## config.mk

```make
export PLATFORM = sky130hd
export DESIGN_NAME = temperature_sequencer
export DESIGN_NICKNAME = d
export VERILOG_FILES = /design/src/rtl/temperature_pkg.sv /design/src/rtl/seq_divider.sv /design/src/rtl/temperature_sequencer.sv
export SDC_FILE = /design/constraint.sdc
export NUM_CORES = 1
export LEC_CHECK = 0
export CAP_MARGIN = 20
export CORE_AREA = 2 2 137 139
export CTS_CLUSTER_DIAMETER = 60
export DETAILED_ROUTE_END_ITERATION = 8
export DIE_AREA = 0 0 139 141
export GPL_ROUTABILITY_DRIVEN = 1
export HOLD_SLACK_MARGIN = 0.12
export PLACE_DENSITY = 0.76
export SLEW_MARGIN = 30
export SYNTH_ARGS = -nofsm -noshare
export SYNTH_HDL_FRONTEND = slang
export SYNTH_HIERARCHICAL = 1
export SYNTH_SLANG_ARGS = --single-unit
```

## constraint.sdc

```tcl
create_clock -name clk_i -period 4.2 [get_ports clk_i]
set_input_delay 0.63 -clock clk_i [delete_from_list [all_inputs] [get_ports clk_i]]
set_output_delay 0.63 -clock clk_i [all_outputs]
set_load 0.02 [all_outputs]
```

## src/rtl/temperature_pkg.sv

```systemverilog
// Shared constants and FSM encoding for the temperature averaging sequencer
// and its datapath helpers.
package temperature_pkg;

    localparam int NUM_SENSORS = 5;
    localparam int DATA_W      = 8;
    localparam int SUM_W       = 16;

    typedef enum logic [1:0] {
        ST_IDLE   = 2'd0,
        ST_SCAN   = 2'd1,
        ST_DIVIDE = 2'd2,
        ST_DONE   = 2'd3
    } seq_state_t;

endpackage

```

## src/rtl/seq_divider.sv

```systemverilog
// Iterative restoring divider: one quotient bit per cycle, MSB first, W steps.
// done_o flags the final step; quotient_o/remainder_o carry that step's result.
module seq_divider #(
    parameter int W = 16
) (
    input  logic         clk_i,
    input  logic         rst_i,
    input  logic         start_i,
    input  logic [W-1:0] dividend_i,
    input  logic [W-1:0] divisor_i,
    output logic         busy_o,
    output logic         done_o,
    output logic [W-1:0] quotient_o,
    output logic [W-1:0] remainder_o
);
    localparam int CNT_W = $clog2(W + 1);

    logic [W-1:0]     rem_r;
    logic [W-1:0]     quo_r;
    logic [W-1:0]     div_r;
    logic [CNT_W-1:0] cnt_r;
    logic             busy_r;

    logic [W:0]       trial_s;
    logic [W-1:0]     diff_s;
    logic [W-1:0]     rem_next_s;
    logic [W-1:0]     quo_next_s;

    // One restoring step: shift the next dividend bit into the partial remainder.
    always_comb begin
        trial_s = {rem_r, quo_r[W-1]};
        // The difference is only kept when it is below the divisor, so W bits suffice.
        diff_s  = trial_s[W-1:0] - div_r;
        if (trial_s >= {1'b0, div_r}) begin
            rem_next_s = diff_s;
            quo_next_s = {quo_r[W-2:0], 1'b1};
        end else begin
            rem_next_s = trial_s[W-1:0];
            quo_next_s = {quo_r[W-2:0], 1'b0};
        end
    end

    // Operand load on start, then W iteration steps.
    always_ff @(posedge clk_i) begin
        if (rst_i) begin
            rem_r  <= {W{1'b0}};
            quo_r  <= {W{1'b0}};
            div_r  <= {W{1'b0}};
            cnt_r  <= {CNT_W{1'b0}};
            busy_r <= 1'b0;
        end else if (start_i && !busy_r) begin
            rem_r  <= {W{1'b0}};
            quo_r  <= dividend_i;
            div_r  <= divisor_i;
            cnt_r  <= CNT_W'(W);
            busy_r <= 1'b1;
        end else if (busy_r) begin
            rem_r <= rem_next_s;
            quo_r <= quo_next_s;
            cnt_r <= cnt_r - CNT_W'(1);
            if (cnt_r == CNT_W'(1)) begin
                busy_r <= 1'b0;
            end else begin
                busy_r <= 1'b1;
            end
        end else begin
            busy_r <= 1'b0;
        end
    end

    assign busy_o      = busy_r;
    assign done_o      = busy_r && (cnt_r == CNT_W'(1));
    assign quotient_o  = quo_next_s;
    assign remainder_o = rem_next_s;

endmodule

```

## src/rtl/temperature_sequencer.sv

```systemverilog
// Averages the enabled sensor readings: snapshot, serial scan/accumulate,
// then iterative division of the sum by the number of active sensors.
module temperature_sequencer #(
    parameter int NUM_SENSORS = temperature_pkg::NUM_SENSORS,
    parameter int DATA_W      = temperature_pkg::DATA_W,
    parameter int SUM_W       = temperature_pkg::SUM_W
) (
    input  logic                          clk_i,
    input  logic                          rst_i,
    input  logic                          start_i,
    input  logic [NUM_SENSORS*DATA_W-1:0] sensors_data_i,
    input  logic [NUM_SENSORS-1:0]        sensors_en_i,
    output logic                          busy_o,
    output logic                          done_o,
    output logic [SUM_W-1:0]              avg_q_o,
    output logic [SUM_W-1:0]              avg_r_o,
    output logic [7:0]                    nr_active_o,
    output logic                          err_no_sensor_o
);
    import temperature_pkg::*;

    localparam int IDX_W = (NUM_SENSORS > 1) ? $clog2(NUM_SENSORS) : 1;
    localparam logic [IDX_W-1:0] LAST_IDX = IDX_W'(NUM_SENSORS - 1);

    seq_state_t                    state_r;
    logic [IDX_W-1:0]              idx_r;
    logic [SUM_W-1:0]              sum_r;
    logic [7:0]                    count_r;
    logic [NUM_SENSORS*DATA_W-1:0] data_snap_r;
    logic [NUM_SENSORS-1:0]        en_snap_r;
    logic                          busy_r;
    logic                          done_r;
    logic [SUM_W-1:0]              avg_q_r;
    logic [SUM_W-1:0]              avg_r_r;
    logic [7:0]                    nr_active_r;
    logic                          err_r;

    logic [DATA_W-1:0]             cur_data_s;
    logic                          cur_en_s;
    logic [SUM_W-1:0]              sum_next_s;
    logic [7:0]                    count_next_s;
    logic                          last_idx_s;
    logic                          div_start_s;
    logic                          div_busy_s;
    logic                          div_done_s;
    logic [SUM_W-1:0]              div_q_s;
    logic [SUM_W-1:0]              div_r_s;

    // Select the snapshot reading at the scan index and form the next sum/count.
    always_comb begin
        cur_data_s = {DATA_W{1'b0}};
        cur_en_s   = 1'b0;
        for (int k = 0; k < NUM_SENSORS; k++) begin
            cur_data_s = (idx_r == IDX_W'(k)) ? data_snap_r[k*DATA_W +: DATA_W] : cur_data_s;
            cur_en_s   = (idx_r == IDX_W'(k)) ? en_snap_r[k] : cur_en_s;
        end
        sum_next_s   = sum_r + (cur_en_s ? SUM_W'(cur_data_s) : {SUM_W{1'b0}});
        count_next_s = count_r + {7'd0, cur_en_s};
        last_idx_s   = (idx_r == LAST_IDX);
        // The divider is fed the final sum/count in the same cycle as the last scan step.
        div_start_s  = (state_r == ST_SCAN) && last_idx_s && (count_next_s != 8'd0);
    end

    seq_divider #(
        .W (SUM_W)
    ) u_divider (
        .clk_i       (clk_i),
        .rst_i       (rst_i),
        .start_i     (div_start_s),
        .dividend_i  (sum_next_s),
        .divisor_i   (SUM_W'(count_next_s)),
        .busy_o      (div_busy_s),
        .done_o      (div_done_s),
        .quotient_o  (div_q_s),
        .remainder_o (div_r_s)
    );

    // Sequencer FSM with registered status and result outputs.
    always_ff @(posedge clk_i) begin
        if (rst_i) begin
            state_r     <= ST_IDLE;
            idx_r       <= {IDX_W{1'b0}};
            sum_r       <= {SUM_W{1'b0}};
            count_r     <= 8'd0;
            data_snap_r <= {(NUM_SENSORS*DATA_W){1'b0}};
            en_snap_r   <= {NUM_SENSORS{1'b0}};
            busy_r      <= 1'b0;
            done_r      <= 1'b0;
            avg_q_r     <= {SUM_W{1'b0}};
            avg_r_r     <= {SUM_W{1'b0}};
            nr_active_r <= 8'd0;
            err_r       <= 1'b0;
        end else begin
            done_r <= 1'b0;
            case (state_r)
                ST_IDLE: begin
                    if (start_i) begin
                        data_snap_r <= sensors_data_i;
                        en_snap_r   <= sensors_en_i;
                        sum_r       <= {SUM_W{1'b0}};
                        count_r     <= 8'd0;
                        idx_r       <= {IDX_W{1'b0}};
                        busy_r      <= 1'b1;
                        state_r     <= ST_SCAN;
                    end
                end
                ST_SCAN: begin
                    sum_r   <= sum_next_s;
                    count_r <= count_next_s;
                    if (!last_idx_s) begin
                        idx_r <= idx_r + IDX_W'(1);
                    end else if (count_next_s == 8'd0) begin
                        avg_q_r     <= {SUM_W{1'b0}};
                        avg_r_r     <= {SUM_W{1'b0}};
                        nr_active_r <= 8'd0;
                        err_r       <= 1'b1;
                        done_r      <= 1'b1;
                        state_r     <= ST_DONE;
                    end else begin
                        state_r <= ST_DIVIDE;
                    end
                end
                ST_DIVIDE: begin
                    if (div_done_s) begin
                        avg_q_r     <= div_q_s;
                        avg_r_r     <= div_r_s;
                        nr_active_r <= count_r;
                        err_r       <= 1'b0;
                        done_r      <= 1'b1;
                        state_r     <= ST_DONE;
                    end else if (!div_busy_s) begin
                        // Divider lost its operation: abandon the pass rather than hang.
                        busy_r  <= 1'b0;
                        state_r <= ST_IDLE;
                    end
                end
                ST_DONE: begin
                    busy_r  <= 1'b0;
                    state_r <= ST_IDLE;
                end
                default: begin
                    busy_r  <= 1'b0;
                    state_r <= ST_IDLE;
                end
            endcase
        end
    end

    assign busy_o          = busy_r;
    assign done_o          = done_r;
    assign avg_q_o         = avg_q_r;
    assign avg_r_o         = avg_r_r;
    assign nr_active_o     = nr_active_r;
    assign err_no_sensor_o = err_r;

endmodule

```

==> run_results.csv <==
group,metric,value,unit
setup_path,critPathArrivalTime,4.17,ns
synthesis,synth-main-ff-cell,"dfxtp_1",
setup_path,worstSetupPathType,"reg -> reg",
clock_network,cts_setup_buffers,0,
clock_network,ctsHtreeMaxLevel,4,
synthesis,synth-simple-area-share,19.8,%
floorplan,initial_utilization,50.8,%
sta,tightest_slew,0.903,ns
synthesis,synth_seq_cells,171,
synthesis,synthCells,1139,
place,place_ws,0.159,ns
setup_path,cpPeakStageDelay,0.53,ns
route,ant_nets,0,
place,portBuffers,90,
final_layout,nFillCells,1678,
synthesis,yosysWarnings,6,
route,wl_per_cell,14.5,um
floorplan,rows,50,
pwr,power.total,4.43,mW
place,gp_routability_congestion,0.855,
route,drt_iter0_drc,476,
synthesis,synth_adder_area_share,5.55,%
grt,grt_pass1_wl,34700,um
route,drc,0,
final_layout,register_area,3420,um2
setup_path,cp_slowest_cell,"a21oi_1",
sta,max_freq,257,MHz
clock_network,post_cts_resized,0,
clock_network,cts_max_path_buffers,2,
sta,finalHoldViolations,0,
run_status,status,"finished, final reports clean",
clock_network,holdBufCountCts,0,
clock_network,cts.clk_slew.worst_paths,0.07,ns
floorplan,die_w,139,um
final_layout,multi_input_area,5270,um2
sta,relSlewSlack,39.8,%
setup_path,required,4.48,ns
grt,antenna_found_initial,0,
setup_path,crit_top_cell,"a21oi_1",
pwr,p_per_area,412,nW/um2
sta,finalWorstSetupSlack,0.305,ns
route,first_pass_iters,5,
synthesis,async_reset_ff_share,0,%
run,maxCapViolCount,0,
place,dp_hpwl,14500,um
route,wirelength,20800,um
sta,hold_slack,0.454,ns
clock_network,insertion_delay,0.43,ns
synthesis,muxShareOfSynthArea,8.06,%
floorplan,die_area,19600,um2
synthesis,netlist_area,9290,um2
synthesis,synth_compound_area_share,19.5,%
floorplan,die_height,141,um
synthesis,synth_cell_types,81,
grt,grt-ovfl-total,0,
sta,slew_violations,0,
synthesis,synth_top_family_by_area,"simple AND/OR/NAND/NOR gates",
setup_path,path_delay_family,"compound AO/OA/AOI/OAI gates",
final_layout,antennaDiodeCount,0,
clock_network,clock-root-buffer,"clkbuf_16",
pwr,peakVddDrop,0.000290,V
final_layout,synthToLayoutAreaGrowth,15.9,%
route,num_vias,7938,
sta,period_share,92.7,%
clock_network,cts_made_buffers,17,
final_layout,drive_above_1_share,8.33,%
clock_network,cts_tree,"yes",
setup_path,crit_fanout,8,
pwr,power.leakage,4.08,nW
sta,rsz0062_at_grt,"true",
floorplan,pin_count,91,
sta,period_minus_slack,3.90,ns
route,routed_via_density,5.53,
grt,grt_max_degree,89,
setup_path,crit_buf_inv,1,
sta,setup_viol,0,
synthesis,syn_avg_cell_area,8.15,um2
setup_path,startpoint_type,"flop",
grt,grt_usage,21.2,%
floorplan,coreArea,18300,um2
hold_path,min_path_type,"reg -> reg",
grt,grt_pass1_vias,7293,
setup_path,crit_path_end_kind,"flop",
synthesis,synth_xor_area_share,3.11,%
synthesis,synth_edf_count,0,
setup_path,cp_cell_sequence,"inv_1 -> ha_1 -> nor2b_2 -> a222oi_1 -> nor3_1 -> a21oi_1 -> a211oi_1 -> ha_1 -> a21o_1 -> a21oi_1 -> a21oi_1 -> xor2_1 -> mux2i_1 -> nor2_1 -> a21oi_1 -> nor2_1",
final_layout,final_nets,1276,
sta,finClkSkew,0.0129,ns
clock_network,cts_num_sinks,171,
synthesis,seq_area_frac_synth,36.9,%
-- registers in the layout, indices dropped and copies added, names as in the netlist, 2 cells and up --
name / count
u_divider/quo_r: 16
en_snap_r: 5
idx_r: 3
count_r: 8
avg_q_o: 16
sum_r: 16
nr_active_o: 8
u_divider/rem_r: 16
state_r: 2
u_divider/cnt_r: 5
avg_r_o: 16
data_snap_r: 40
u_divider/div_r: 16
-- path summary, 6_finish.rpt --
path	start	slack (ns)	endpoint	cells past startpoint
hold / removal	avg_r_o[11]$_SDFFE_PP0P_	0.45	avg_r_o[11]$_SDFFE_PP0P_	2
hold reg to reg	avg_r_o[11]$_SDFFE_PP0P_	0.45	avg_r_o[11]$_SDFFE_PP0P_	2
setup reg to reg	idx_r[1]$_SDFFE_PP0P_	0.30	u_divider/quo_r[15]$_SDFFE_PP0P_	16
setup / recovery	idx_r[1]$_SDFFE_PP0P_	0.30	u_divider/quo_r[15]$_SDFFE_PP0P_	16
-- routing by layer --
layer	GRT usage [%]	routed length, um
met5	0	0
met4	7.28	357
met3	3.97	883
met2	35.5	9900
met1	27.5	9660
-- area by class of cell --
class / instances / share of cell area, %
Sequential cell: 171 / 31.8
Multi-Input combinational cell: 851 / 49.0
Clock buffer: 19 / 4.11
Timing Repair Buffer: 110 / 9.83
Inverter: 37 / 1.29
Clock inverter: 13 / 1.24
Tap cell: 234 / 2.72
-- worst reg2reg max path, stage by stage (launching register included) --
cell,delay [ns]
dfxtp_1,0.34
inv_1,0.11
ha_1,0.26
nor2b_2,0.40
a222oi_1,0.17
nor3_1,0.20
a21oi_1,0.08
a211oi_1,0.27
ha_1,0.33
a21o_1,0.27
a21oi_1,0.54
a21oi_1,0.21
xor2_1,0.18
mux2i_1,0.14
nor2_1,0.06
a21oi_1,0.14
nor2_1,0.05
-- through the flow --
step,std cells,setup TNS (ns),cell area [um2],utilization [%]
2_1_floorplan,1146,0,9320,-
3_3_place_gp,1403,0,10200,55.6
3_5_place_dp,1403,0,10200,55.6
4_1_cts,1435,0,10700,58.8
5_1_grt,1435,-0.0317,10800,58.9
6_report,1435,0,10800,58.9
-- power breakdown --
| part | internal, mW | switching, mW |
|---|---|---|
| clock | 0.848 | 0.694 |
| sequential | 1.72 | 0.0741 |
| combinational | 0.408 | 0.688 |
-- logic make-up (layout without fill, tap and decap cells) --
| logic type | Yosys count | after routing |
|---|---|---|
| flip-flops | 171 | 171 |
| buffers and inverters | 124 | 179 |
| AND/OR/NAND/NOR | 421 | 421 |
| adder cells (fa/ha/maj) | 40 | 40 |
| multiplexers | 71 | 71 |
| XOR/XNOR | 33 | 33 |
| AO/OA/AOI/OAI | 278 | 278 |
| other | 1 | 8 |
-- Yosys cell counts, types with 4 or more instances --
cell | n | share of area, %
buf_6 | 5 | 0.61
xnor2_1 | 20 | 1.9
nand3_1 | 19 | 1.0
a21o_1 | 18 | 1.5
a31oi_1 | 5 | 0.34
mux2_2 | 6 | 0.73
and2_1 | 9 | 0.61
a22oi_1 | 13 | 1.1
a21oi_1 | 120 | 6.5
nor2_1 | 85 | 3.4
dfxtp_1 | 171 | 37
a211oi_1 | 15 | 1.2
xor2_1 | 13 | 1.2
mux2i_1 | 59 | 6.4
o211ai_1 | 6 | 0.48
a2111oi_0 | 4 | 0.38
or3_1 | 5 | 0.34
and3_1 | 5 | 0.34
buf_4 | 16 | 1.3
o21a_1 | 5 | 0.40
nor2b_1 | 8 | 0.54
o21ba_2 | 7 | 0.75
o21ai_0 | 37 | 2.0
o31ai_1 | 4 | 0.32
buf_8 | 4 | 0.65
buf_1 | 7 | 0.28
dlygate4sd1_1 | 5 | 0.47
inv_1 | 35 | 1.4
ha_1 | 38 | 5.1
nor3_1 | 19 | 1.0
a222oi_1 | 8 | 0.86
clkbuf_1 | 45 | 1.8
mux2_4 | 6 | 0.97
nand2_1 | 243 | 9.8
-- cells in the final DEF (no fill, tap or decap), types with 5 or more instances in the layout --
cell type	netlist	routed
a211oi_1	15	14
a21o_1	18	18
a21oi_1	120	118
a222oi_1	8	8
a22oi_1	13	13
a31oi_1	5	5
and2_1	9	9
and3_1	5	5
buf_4	16	19
clkbuf_16	0	17
clkdlybuf4s50_1	0	89
conb_1	1	8
dfxtp_1	171	170
ha_1	38	38
inv_1	35	35
mux2_2	6	6
mux2_4	6	6
mux2i_1	59	59
nand2_1	243	242
nand3_1	19	19
nor2_1	85	84
nor2b_1	8	6
nor3_1	19	18
o211ai_1	6	6
o21a_1	5	5
o21ai_0	37	37
o21ba_2	7	7
or3_1	5	5
xnor2_1	20	20
xor2_1	13	13
(Power assumes the default switching activity.)
